**config.mk**
```make
export PLATFORM = sky130hd
export DESIGN_NAME = regsb_scoreboard
export DESIGN_NICKNAME = d
export VERILOG_FILES = /design/src/rtl/regsb_pkg.sv /design/src/rtl/regsb_fu_alloc.sv /design/src/rtl/regsb_scoreboard.sv
export SDC_FILE = /design/constraint.sdc
export NUM_CORES = 1
export LEC_CHECK = 0
export BUFFER_PORTS_ARGS = -buffer_cell sky130_fd_sc_hd__buf_4
export CELL_PAD_IN_SITES_DETAIL_PLACEMENT = 0
export CELL_PAD_IN_SITES_GLOBAL_PLACEMENT = 2
export CORE_ASPECT_RATIO = 1.4
export CORE_MARGIN = 3
export CORE_UTILIZATION = 38
export CTS_CLUSTER_DIAMETER = 50
export DETAILED_ROUTE_END_ITERATION = 12
export GPL_ROUTABILITY_DRIVEN = 0
export MAX_ROUTING_LAYER = met4
export PLACE_DENSITY_LB_ADDON = 0.1
export SLEW_MARGIN = 25
export SYNTH_ARGS = -nofsm -noshare
export SYNTH_HDL_FRONTEND = slang
export SYNTH_SLANG_ARGS = --single-unit
```
**constraint.sdc**
```tcl
create_clock -name clk -period 6.75 [get_ports clk]
set_clock_uncertainty 0.05 [all_clocks]
set_input_delay 1.35 -clock clk [delete_from_list [all_inputs] [get_ports clk]]
set_output_delay 1.35 -clock clk [all_outputs]
set_load 0.1 [all_outputs]
```
**src/rtl/regsb_pkg.sv**
```systemverilog
// Shared constants for the issue-stage register scoreboard: FSM encoding,
// default FU indices and default sizing.
package regsb_pkg;

  localparam logic [1:0] ST_RUN   = 2'd0;
  localparam logic [1:0] ST_DRAIN = 2'd1;
  localparam logic [1:0] ST_TAKE  = 2'd2;

  localparam int FU_ALU1 = 0;
  localparam int FU_ALU2 = 1;
  localparam int FU_MMU  = 2;

  localparam int ISSUE_W_DEF = 2;
  localparam int NFU_DEF     = 3;
  localparam int NREG_DEF    = 32;
  localparam int RA_W_DEF    = 5;

endpackage

```
**src/rtl/regsb_fu_alloc.sv**
```systemverilog
// Combinational priority allocator: each slot in program order takes the
// lowest-index free FU in its mask; older slots claim units first.
module regsb_fu_alloc
  import regsb_pkg::*;
#(
  parameter int ISSUE_W = ISSUE_W_DEF,
  parameter int NFU     = NFU_DEF
) (
  input  logic [NFU-1:0]         free,
  input  logic [ISSUE_W*NFU-1:0] mask,
  output logic [ISSUE_W*NFU-1:0] alloc,
  output logic [ISSUE_W-1:0]     ok
);

  logic [NFU-1:0] avail;
  logic [NFU-1:0] cand;
  logic [NFU-1:0] pick;

  always_comb begin
    avail = free;
    alloc = '0;
    ok    = '0;
    cand  = '0;
    pick  = '0;
    for (int k = 0; k < ISSUE_W; k++) begin
      cand  = avail & mask[k*NFU +: NFU];
      // Two's-complement trick isolates the lowest set bit.
      pick  = cand & (~cand + NFU'(1));
      alloc[k*NFU +: NFU] = pick;
      ok[k] = |cand;
      avail = avail & ~pick;
    end
  end

endmodule

```
**src/rtl/regsb_scoreboard.sv**
```systemverilog
// Stateful register scoreboard and FU allocator for the superscalar issue
// stage: pending/tag tracking, in-order grant, FU busy state, irq sequencing.
module regsb_scoreboard
  import regsb_pkg::*;
#(
  parameter int ISSUE_W = ISSUE_W_DEF,
  parameter int NFU     = NFU_DEF,
  parameter int NREG    = NREG_DEF,
  parameter int RA_W    = RA_W_DEF,
  parameter int FU_W    = 2
) (
  input  logic                    clk,
  input  logic                    rst,
  input  logic [ISSUE_W-1:0]      slot_valid,
  input  logic [ISSUE_W*RA_W-1:0] slot_rs1,
  input  logic [ISSUE_W*RA_W-1:0] slot_rs2,
  input  logic [ISSUE_W-1:0]      slot_rs1_en,
  input  logic [ISSUE_W-1:0]      slot_rs2_en,
  input  logic [ISSUE_W*RA_W-1:0] slot_rd,
  input  logic [ISSUE_W-1:0]      slot_rd_en,
  input  logic [ISSUE_W*NFU-1:0]  slot_fu_mask,
  input  logic [ISSUE_W-1:0]      slot_serial,
  input  logic [NFU-1:0]          wb_valid,
  input  logic                    flush,
  input  logic                    irq_req,
  output logic [ISSUE_W-1:0]      issue_grant,
  output logic [ISSUE_W*NFU-1:0]  issue_fu,
  output logic                    irq_take,
  output logic [NFU-1:0]          fu_busy,
  output logic [31:0]             stall_cnt
);

  logic [NREG-1:0]        pending;
  logic [FU_W-1:0]        tag [NREG];
  logic [1:0]             state;
  logic [RA_W-1:0]        rs1 [ISSUE_W];
  logic [RA_W-1:0]        rs2 [ISSUE_W];
  logic [RA_W-1:0]        rd  [ISSUE_W];
  logic [ISSUE_W*NFU-1:0] alloc;
  logic [ISSUE_W-1:0]     alloc_ok;
  logic [ISSUE_W-1:0]     hazard;
  logic [ISSUE_W-1:0]     grant;
  logic [NFU-1:0]         issued;
  logic [NFU-1:0]         wb_eff;
  logic                   block;
  logic                   chain;

  function automatic logic [FU_W-1:0] fu_index(input logic [NFU-1:0] oh);
    logic [FU_W-1:0] idx;
    idx = '0;
    for (int f = 0; f < NFU; f++)
      if (oh[f]) idx = FU_W'(f);
    return idx;
  endfunction

  function automatic logic [31:0] sat_inc(input logic [31:0] v);
    return (v == 32'hFFFF_FFFF) ? v : v + 32'd1;
  endfunction

  regsb_fu_alloc #(.ISSUE_W(ISSUE_W), .NFU(NFU)) u_alloc (
    .free  (~fu_busy),
    .mask  (slot_fu_mask),
    .alloc (alloc),
    .ok    (alloc_ok)
  );

  always_comb begin
    for (int k = 0; k < ISSUE_W; k++) begin
      rs1[k] = slot_rs1[k*RA_W +: RA_W];
      rs2[k] = slot_rs2[k*RA_W +: RA_W];
      rd[k]  = slot_rd[k*RA_W +: RA_W];
    end
  end

  // Hazards are judged against registered state only; write-back is not bypassed.
  always_comb begin
    hazard = '0;
    for (int k = 0; k < ISSUE_W; k++) begin
      hazard[k] = (slot_rs1_en[k] && pending[rs1[k]]) ||
                  (slot_rs2_en[k] && pending[rs2[k]]) ||
                  (slot_rd_en[k]  && pending[rd[k]])  ||
                  !alloc_ok[k] ||
                  (slot_serial[k] && ((k != 0) || (|fu_busy)));
      for (int j = 0; j < k; j++) begin
        if (slot_rd_en[j] && rd[j] != '0)
          hazard[k] = hazard[k] ||
                      (slot_rs1_en[k] && rs1[k] == rd[j]) ||
                      (slot_rs2_en[k] && rs2[k] == rd[j]) ||
                      (slot_rd_en[k]  && rd[k]  == rd[j]);
      end
    end
  end

  assign block = rst || flush || (state != ST_RUN) || irq_req;

  always_comb begin
    grant    = '0;
    issue_fu = '0;
    issued   = '0;
    chain    = !block;
    for (int k = 0; k < ISSUE_W; k++) begin
      chain    = chain && slot_valid[k] && !hazard[k];
      grant[k] = chain;
      issue_fu[k*NFU +: NFU] = alloc[k*NFU +: NFU] & {NFU{chain}};
      issued   = issued | issue_fu[k*NFU +: NFU];
    end
  end

  assign issue_grant = grant;
  assign wb_eff      = wb_valid & fu_busy;
  assign irq_take    = (state == ST_TAKE);

  // Write-back clears first, then issue sets, so a same-cycle issue wins.
  always_ff @(posedge clk or posedge rst) begin
    if (rst) begin
      pending <= '0;
      fu_busy <= '0;
      for (int r = 0; r < NREG; r++) tag[r] <= '0;
    end else if (flush) begin
      pending <= '0;
      fu_busy <= '0;
    end else begin
      fu_busy <= (fu_busy & ~wb_eff) | issued;
      for (int r = 1; r < NREG; r++)
        if (pending[r] && wb_eff[tag[r]]) pending[r] <= 1'b0;
      for (int k = 0; k < ISSUE_W; k++) begin
        if (grant[k] && slot_rd_en[k] && rd[k] != '0) begin
          pending[rd[k]] <= 1'b1;
          tag[rd[k]]     <= fu_index(alloc[k*NFU +: NFU]);
        end
      end
    end
  end

  always_ff @(posedge clk or posedge rst) begin
    if (rst) begin
      state     <= ST_RUN;
      stall_cnt <= '0;
    end else begin
      case (state)
        ST_RUN:   if (irq_req) state <= ST_DRAIN;
        ST_DRAIN: if (!irq_req) state <= ST_RUN;
                  else if (fu_busy == '0) state <= ST_TAKE;
        default:  state <= ST_RUN;
      endcase
      if (slot_valid[0] && !grant[0] && !flush)
        stall_cnt <= sat_inc(stall_cnt);
    end
  end

endmodule

```
**Word level (Yosys, flattened, before mapping)**

Cells that the tools add are included.

- Register bits after elaboration: 133
- Word-level logic and storage cells: 365

- Multiplexer cells: 167
- $add $sub $neg: 3
- Magnitude comparators: 43
- Reduce and logical (&&, ||, !) cells: 87
- Bitwise operators: 21
- Equality and inequality tests: 8

Operator list:

| operator | number |
|---|---|
| $mux W64 | 3 |
| $bwmux W64 | 2 |
| $mux W32 | 4 |
| $mux W1 | 104 |
| $lt A2 B3 Y1 const B | 31 |
| $or A32 B32 Y32 | 2 |
| $bmux W1 S2 | 31 |
| $logic_and A1 B1 Y1 | 56 |
| $lt A5 B6 Y1 const B | 6 |
| $add A32 B1 Y32 const B | 1 |
| $eq A32 B32 Y1 const B | 1 |
| $bmux W1 S5 | 6 |
| $and A3 B3 Y3 | 9 |
| $mux W2 | 11 |
| $demux W2 S5 | 2 |
| $eq A5 B5 Y1 | 3 |
| $not A3 Y3 | 5 |
| $logic_or A1 B1 Y1 | 14 |
| $ge A6 B6 Y1 const B | 2 |
| $lt A6 B1 Y1 const B | 2 |
| $not A5 Y6 | 2 |
| $demux W1 S5 | 2 |
| $ge A5 B1 Y1 const B | 2 |
| $reduce_bool A5 Y1 | 2 |
| other kinds (15) | 26 |

**Logic depth before layout (Yosys ltp)**

- Depth after elaboration: 24
- Gate-level depth with buffers: 15
- Depth with buffers taken out: 9

**By module**

A second synthesis with hierarchy kept.

- Cells, all modules: 1039
- Area total of the unflattened synthesis: 9442.8 sq um

By module, submodules not included:

| module | instances | area each (sq um) | cells each |
|---|---|---|---|
| regsb_scoreboard | 1 | 9349.0 | 1023 |
| regsb_fu_alloc | 1 | 93.8 | 16 |

**Least setup slack after synthesis**

Ideal clock, no wire load.

- Path kind: in2out
- From: in slot_rs1[1]
- To: out issue_fu[1]
- Cell stages on the path: 7
- Slack: 0.048 ns
- Arrival: 5.302 ns
- Cells stage by stage: buf_4 mux4_2 mux2_2 or3_1 a31o_1 a211o_1 nor3_1

- Cells in the longest elaborated chain, start to end: 10

RTL lines:

| element | line | source |
|---|---|---|
| from (decl) | regsb_scoreboard.sv:15 | `input logic [ISSUE_W*RA_W-1:0] slot_rs1,` |
| $bmux W1 S5 | regsb_scoreboard.sv:79 | `hazard[k] = (slot_rs1_en[k] && pending[rs1[k]]) \|\|` |
| $mux W1 (implied by the code) | regsb_scoreboard.sv:79 |  |
| $logic_and A1 B1 Y1 | regsb_scoreboard.sv:79 |  |
| $logic_or A1 B1 Y1 | regsb_scoreboard.sv:79 |  |
| $logic_or A1 B1 Y1 | regsb_scoreboard.sv:80 | `(slot_rs2_en[k] && pending[rs2[k]]) \|\|` |
| $logic_or A1 B1 Y1 | regsb_scoreboard.sv:81 | `(slot_rd_en[k] && pending[rd[k]]) \|\|` |
| $logic_or A1 B1 Y1 | regsb_scoreboard.sv:82 | `!alloc_ok[k] \|\|` |
| $logic_not A1 Y1 | regsb_scoreboard.sv:102 | `chain = chain && slot_valid[k] && !hazard[k];` |
| $logic_and A1 B1 Y1 | regsb_scoreboard.sv:102 |  |
| $and A3 B3 Y3 | regsb_scoreboard.sv:104 | `issue_fu[k*NFU +: NFU] = alloc[k*NFU +: NFU] & {NFU{chain}};` |
| to (decl) | regsb_scoreboard.sv:27 | `output logic [ISSUE_W*NFU-1:0] issue_fu,` |

Every way passes these cells. The select of a mux whose other input is x is not followed.

**Worst setup path in the final report**

- From: in slot_rd[1]
- To: out issue_fu[3]

- Cells in the longest elaborated chain, start to end: 11
- Elaborated cells on any way between the ends: 24

RTL lines:

| element | line | source |
|---|---|---|
| from (decl) | regsb_scoreboard.sv:19 | `input logic [ISSUE_W*RA_W-1:0] slot_rd,` |
| $bmux W1 S5 | regsb_scoreboard.sv:81 |  |
| $mux W1 (implied by the code) | regsb_scoreboard.sv:81 |  |
| $logic_and A1 B1 Y1 | regsb_scoreboard.sv:81 |  |
| $logic_or A1 B1 Y1 | regsb_scoreboard.sv:80 |  |
| $logic_or A1 B1 Y1 | regsb_scoreboard.sv:81 |  |
| $logic_or A1 B1 Y1 | regsb_scoreboard.sv:82 |  |
| $logic_not A1 Y1 | regsb_scoreboard.sv:102 |  |
| $logic_and A1 B1 Y1 (2 in a row) | regsb_scoreboard.sv:102 |  |
| $logic_and A1 B1 Y1 * | regsb_scoreboard.sv:102 |  |
| $and A3 B3 Y3 * | regsb_scoreboard.sv:104 |  |

Every way passes the cells marked *; elsewhere a longest branch is shown, timed or not. The select of a mux whose other input is x is not followed.

==> flow_summary.ini <==
[sta]
period_minus_slack_ps = 6300
clock.fmax_mhz = 159
grt_setup_unrepaired = false
finalCritPeriodShare_pct = 93.3
hold_viol = 0
slew_violations = 0
max-slew-margin-rel_pct = 31.5
worst_pin_slew_ps = 1030
setup_viol = 0
tns_ps = 0

[detailed_routing]
drt_wl_total_um = 34800
vias = 8591
wl_per_cell_um = 24.9
drt_pass1_iterations = 6
drtAntennaViolNets = 0
via_per_inst = 6.14
post-route-drc-count = 0
drtIter0Drc = 515

[critical_path]
r2r_start = pending[22]
path_class = primary input to primary output
reg2regPathDepth = 10
cp-start-kind = primary input
crit_required_ps = 5350
endpoint_kind = primary output
path_max_fanout = 23
timing.rr.end = tag[48]
r2r_slack_ps = 2070
worstPathArrival_ps = 4900

[clocking]
cts.clk_slew.worst_paths_ps = 50
cts_resized = 0
worstSkewPairLatency_ps = 420
cts_root_buf = clkbuf_16
post_cts.repair.setup_buffers = 0
cts_tree = built
clock-sinks = 131
cts_buffer_depth = 2
htree_num_levels = 4
postCtsHoldBufs = 0
cts_buffers = 17

[global_route]
grt_pass1_wl_um = 53800
track_usage_pct = 27.0
grt_overflow = 0
grt_pass1_vias = 8902
antenna_found_initial = 0
grt_max_degree = 89

[place]
port-buffer-count = 96
dp.cells = 1368
dp_hpwl_um = 24300

[die]
num_rows = 67
die_area_um2 = 26700
fp.dieW_um = 139
start_util_pct = 39.0
fp.dieH_um = 192
coreArea_um2 = 24100
ios = 97

[layout]
syn2layout_area_growth_pct = 17.0
fin_nets = 1131
antenna_cells = 0
drive_gt1_share_pct = 19.3
fin_cells = 1400

[logic_synthesis]
synthCells = 1014
ys_ff_latch = 131
seq_area_frac_synth_pct = 34.8
synth-edff-count = 0
synthArstFlopShare_pct = 100
syn_area_per_cell_um2 = 9.29
synthFlopType = dfrtp_1
syn-num-nets = 1068
yosys_warnings = 0
yosysUniqueCellTypes = 64
netlist_area_um2 = 9420

[power]
powerDensity_nw_per_um2 = 199
ir_drop_mv = 0.294
p_leak_nw = 4.79

[run_status]
status = finished, final reports clean

[run]
cap_violations = 0

[min_path]
min_path_cells = 1
min_to = stall_cnt[20]
hp-class = flip-flop to flip-flop
hp-start = stall_cnt[20]
==> critical path: stages <==
cell and delay, ps:
buf_4 310, mux2_2 370, and3_1 160, o41ai_1 460, o211ai_1 340, a211o_1 530, or4b_1 740, inv_2 180
and2_1 170, buf_4 300
==> placed cells by master, fill, tap and decap left out, types with 4 or more instances in the layout <==
cell / count
mux2i_1: 132
dfrtp_1: 131
buf_4: 116
o21ai_0: 97
nand2_1: 92
nor2_1: 60
nand3_1: 51
a21oi_1: 44
mux4_2: 34
xnor2_1: 26
a22oi_1: 20
xor2_1: 20
nand4_1: 19
nor3_1: 18
a221oi_1: 17
clkbuf_16: 17
nor2b_1: 15
inv_1: 15
and2_1: 13
nand2b_1: 11
nor4_1: 11
a31oi_1: 9
nand3b_1: 8
and3_1: 8
nand3_2: 8
nor4b_1: 7
o22ai_1: 6
or3_1: 5
mux2_2: 4
or2_2: 4
a32o_1: 4
==> worst max path at each step <==
stage,end,cells after the start,from
2_1_floorplan,issue_fu[1],7,slot_rs1[1]
6_report,issue_fu[3],10,slot_rd[1]
3_3_place_gp,issue_fu[3],10,slot_rd[1]
4_1_cts,issue_fu[3],10,slot_rd[1]
5_1_grt,issue_fu[3],10,slot_rd[1]
3_5_place_dp,issue_fu[3],10,slot_rd[1]
==> logic make-up after synthesis <==
group                      synth area share, %
and+or+nand+nor                           19.4
AOI/OAI and AO/OA                         14.7
muxes                                     22.6
DFF                                       34.8
buffers and inverters                     4.04
xor gates and xnor gates                  4.28
adders and majority gates                0.133
==> power by group <==
group | internal (mW) | switching (mW) | leakage [nW]
sequential | 0.807 | 0.0283 | 1.79
clock | 0.601 | 0.368 | 0.296
combinational | 0.103 | 0.283 | 2.70
==> synthesized netlist by cell type, types with 20 or more instances <==
| master | instances | area share [%] |
|---|---|---|
| nand3_1 | 51 | 2.7 |
| mux4_2 | 34 | 8.1 |
| dfrtp_1 | 131 | 35 |
| xnor2_1 | 26 | 2.4 |
| o21ai_0 | 97 | 5.2 |
| a21oi_1 | 44 | 2.3 |
| clkbuf_1 | 56 | 2.2 |
| nand2_1 | 92 | 3.7 |
| a22oi_1 | 20 | 1.6 |
| xor2_1 | 20 | 1.9 |
| mux2i_1 | 132 | 14 |
| nor2_1 | 60 | 2.4 |
==> flip-flops by register name, indices dropped and copies added (netlist names) <==
signal     cells
tag           62
pending       32
stall_cnt     32
fu_busy        3
state          2
==> through the flow <==
| stage | util (%) | setup WS (ps) | hold WS (ps) | cell area [µm²] | total power [mW] |
|---|---|---|---|---|---|
| after floorplan | - | 47.5 | 440 | 9420 | 1.11 |
| after global placement | 43.1 | 577 | 439 | 10400 | 1.23 |
| after detailed placement | 43.1 | 486 | 438 | 10400 | 1.24 |
| after CTS | 45.6 | 472 | 454 | 11000 | 2.21 |
| after global routing | 45.7 | 341 | 468 | 11000 | 2.27 |
| final | 45.7 | 449 | 451 | 11000 | 2.19 |
==> metal layers <==
metal | up-vias | track usage (%) | part of all wire (%)
met5 | - | - | 0
met4 | 0 | 11.1 | 3.7
met3 | 74 | 3.62 | 5.3
met2 | 369 | 45.4 | 50
met1 | 4237 | 33.1 | 41
li1 | 3911 | - | -
==> area by class of cell <==
type	count	area (µm²)
Clock inverter	12	155
Tap cell	310	388
Multi-Input combinational cell	794	5810
Sequential cell	131	3280
Clock buffer	20	457
Inverter	17	68.8
Fill cell	2390	13100
Timing Repair Buffer	116	871
No activity file was read; power rests on OpenSTA's default activity.
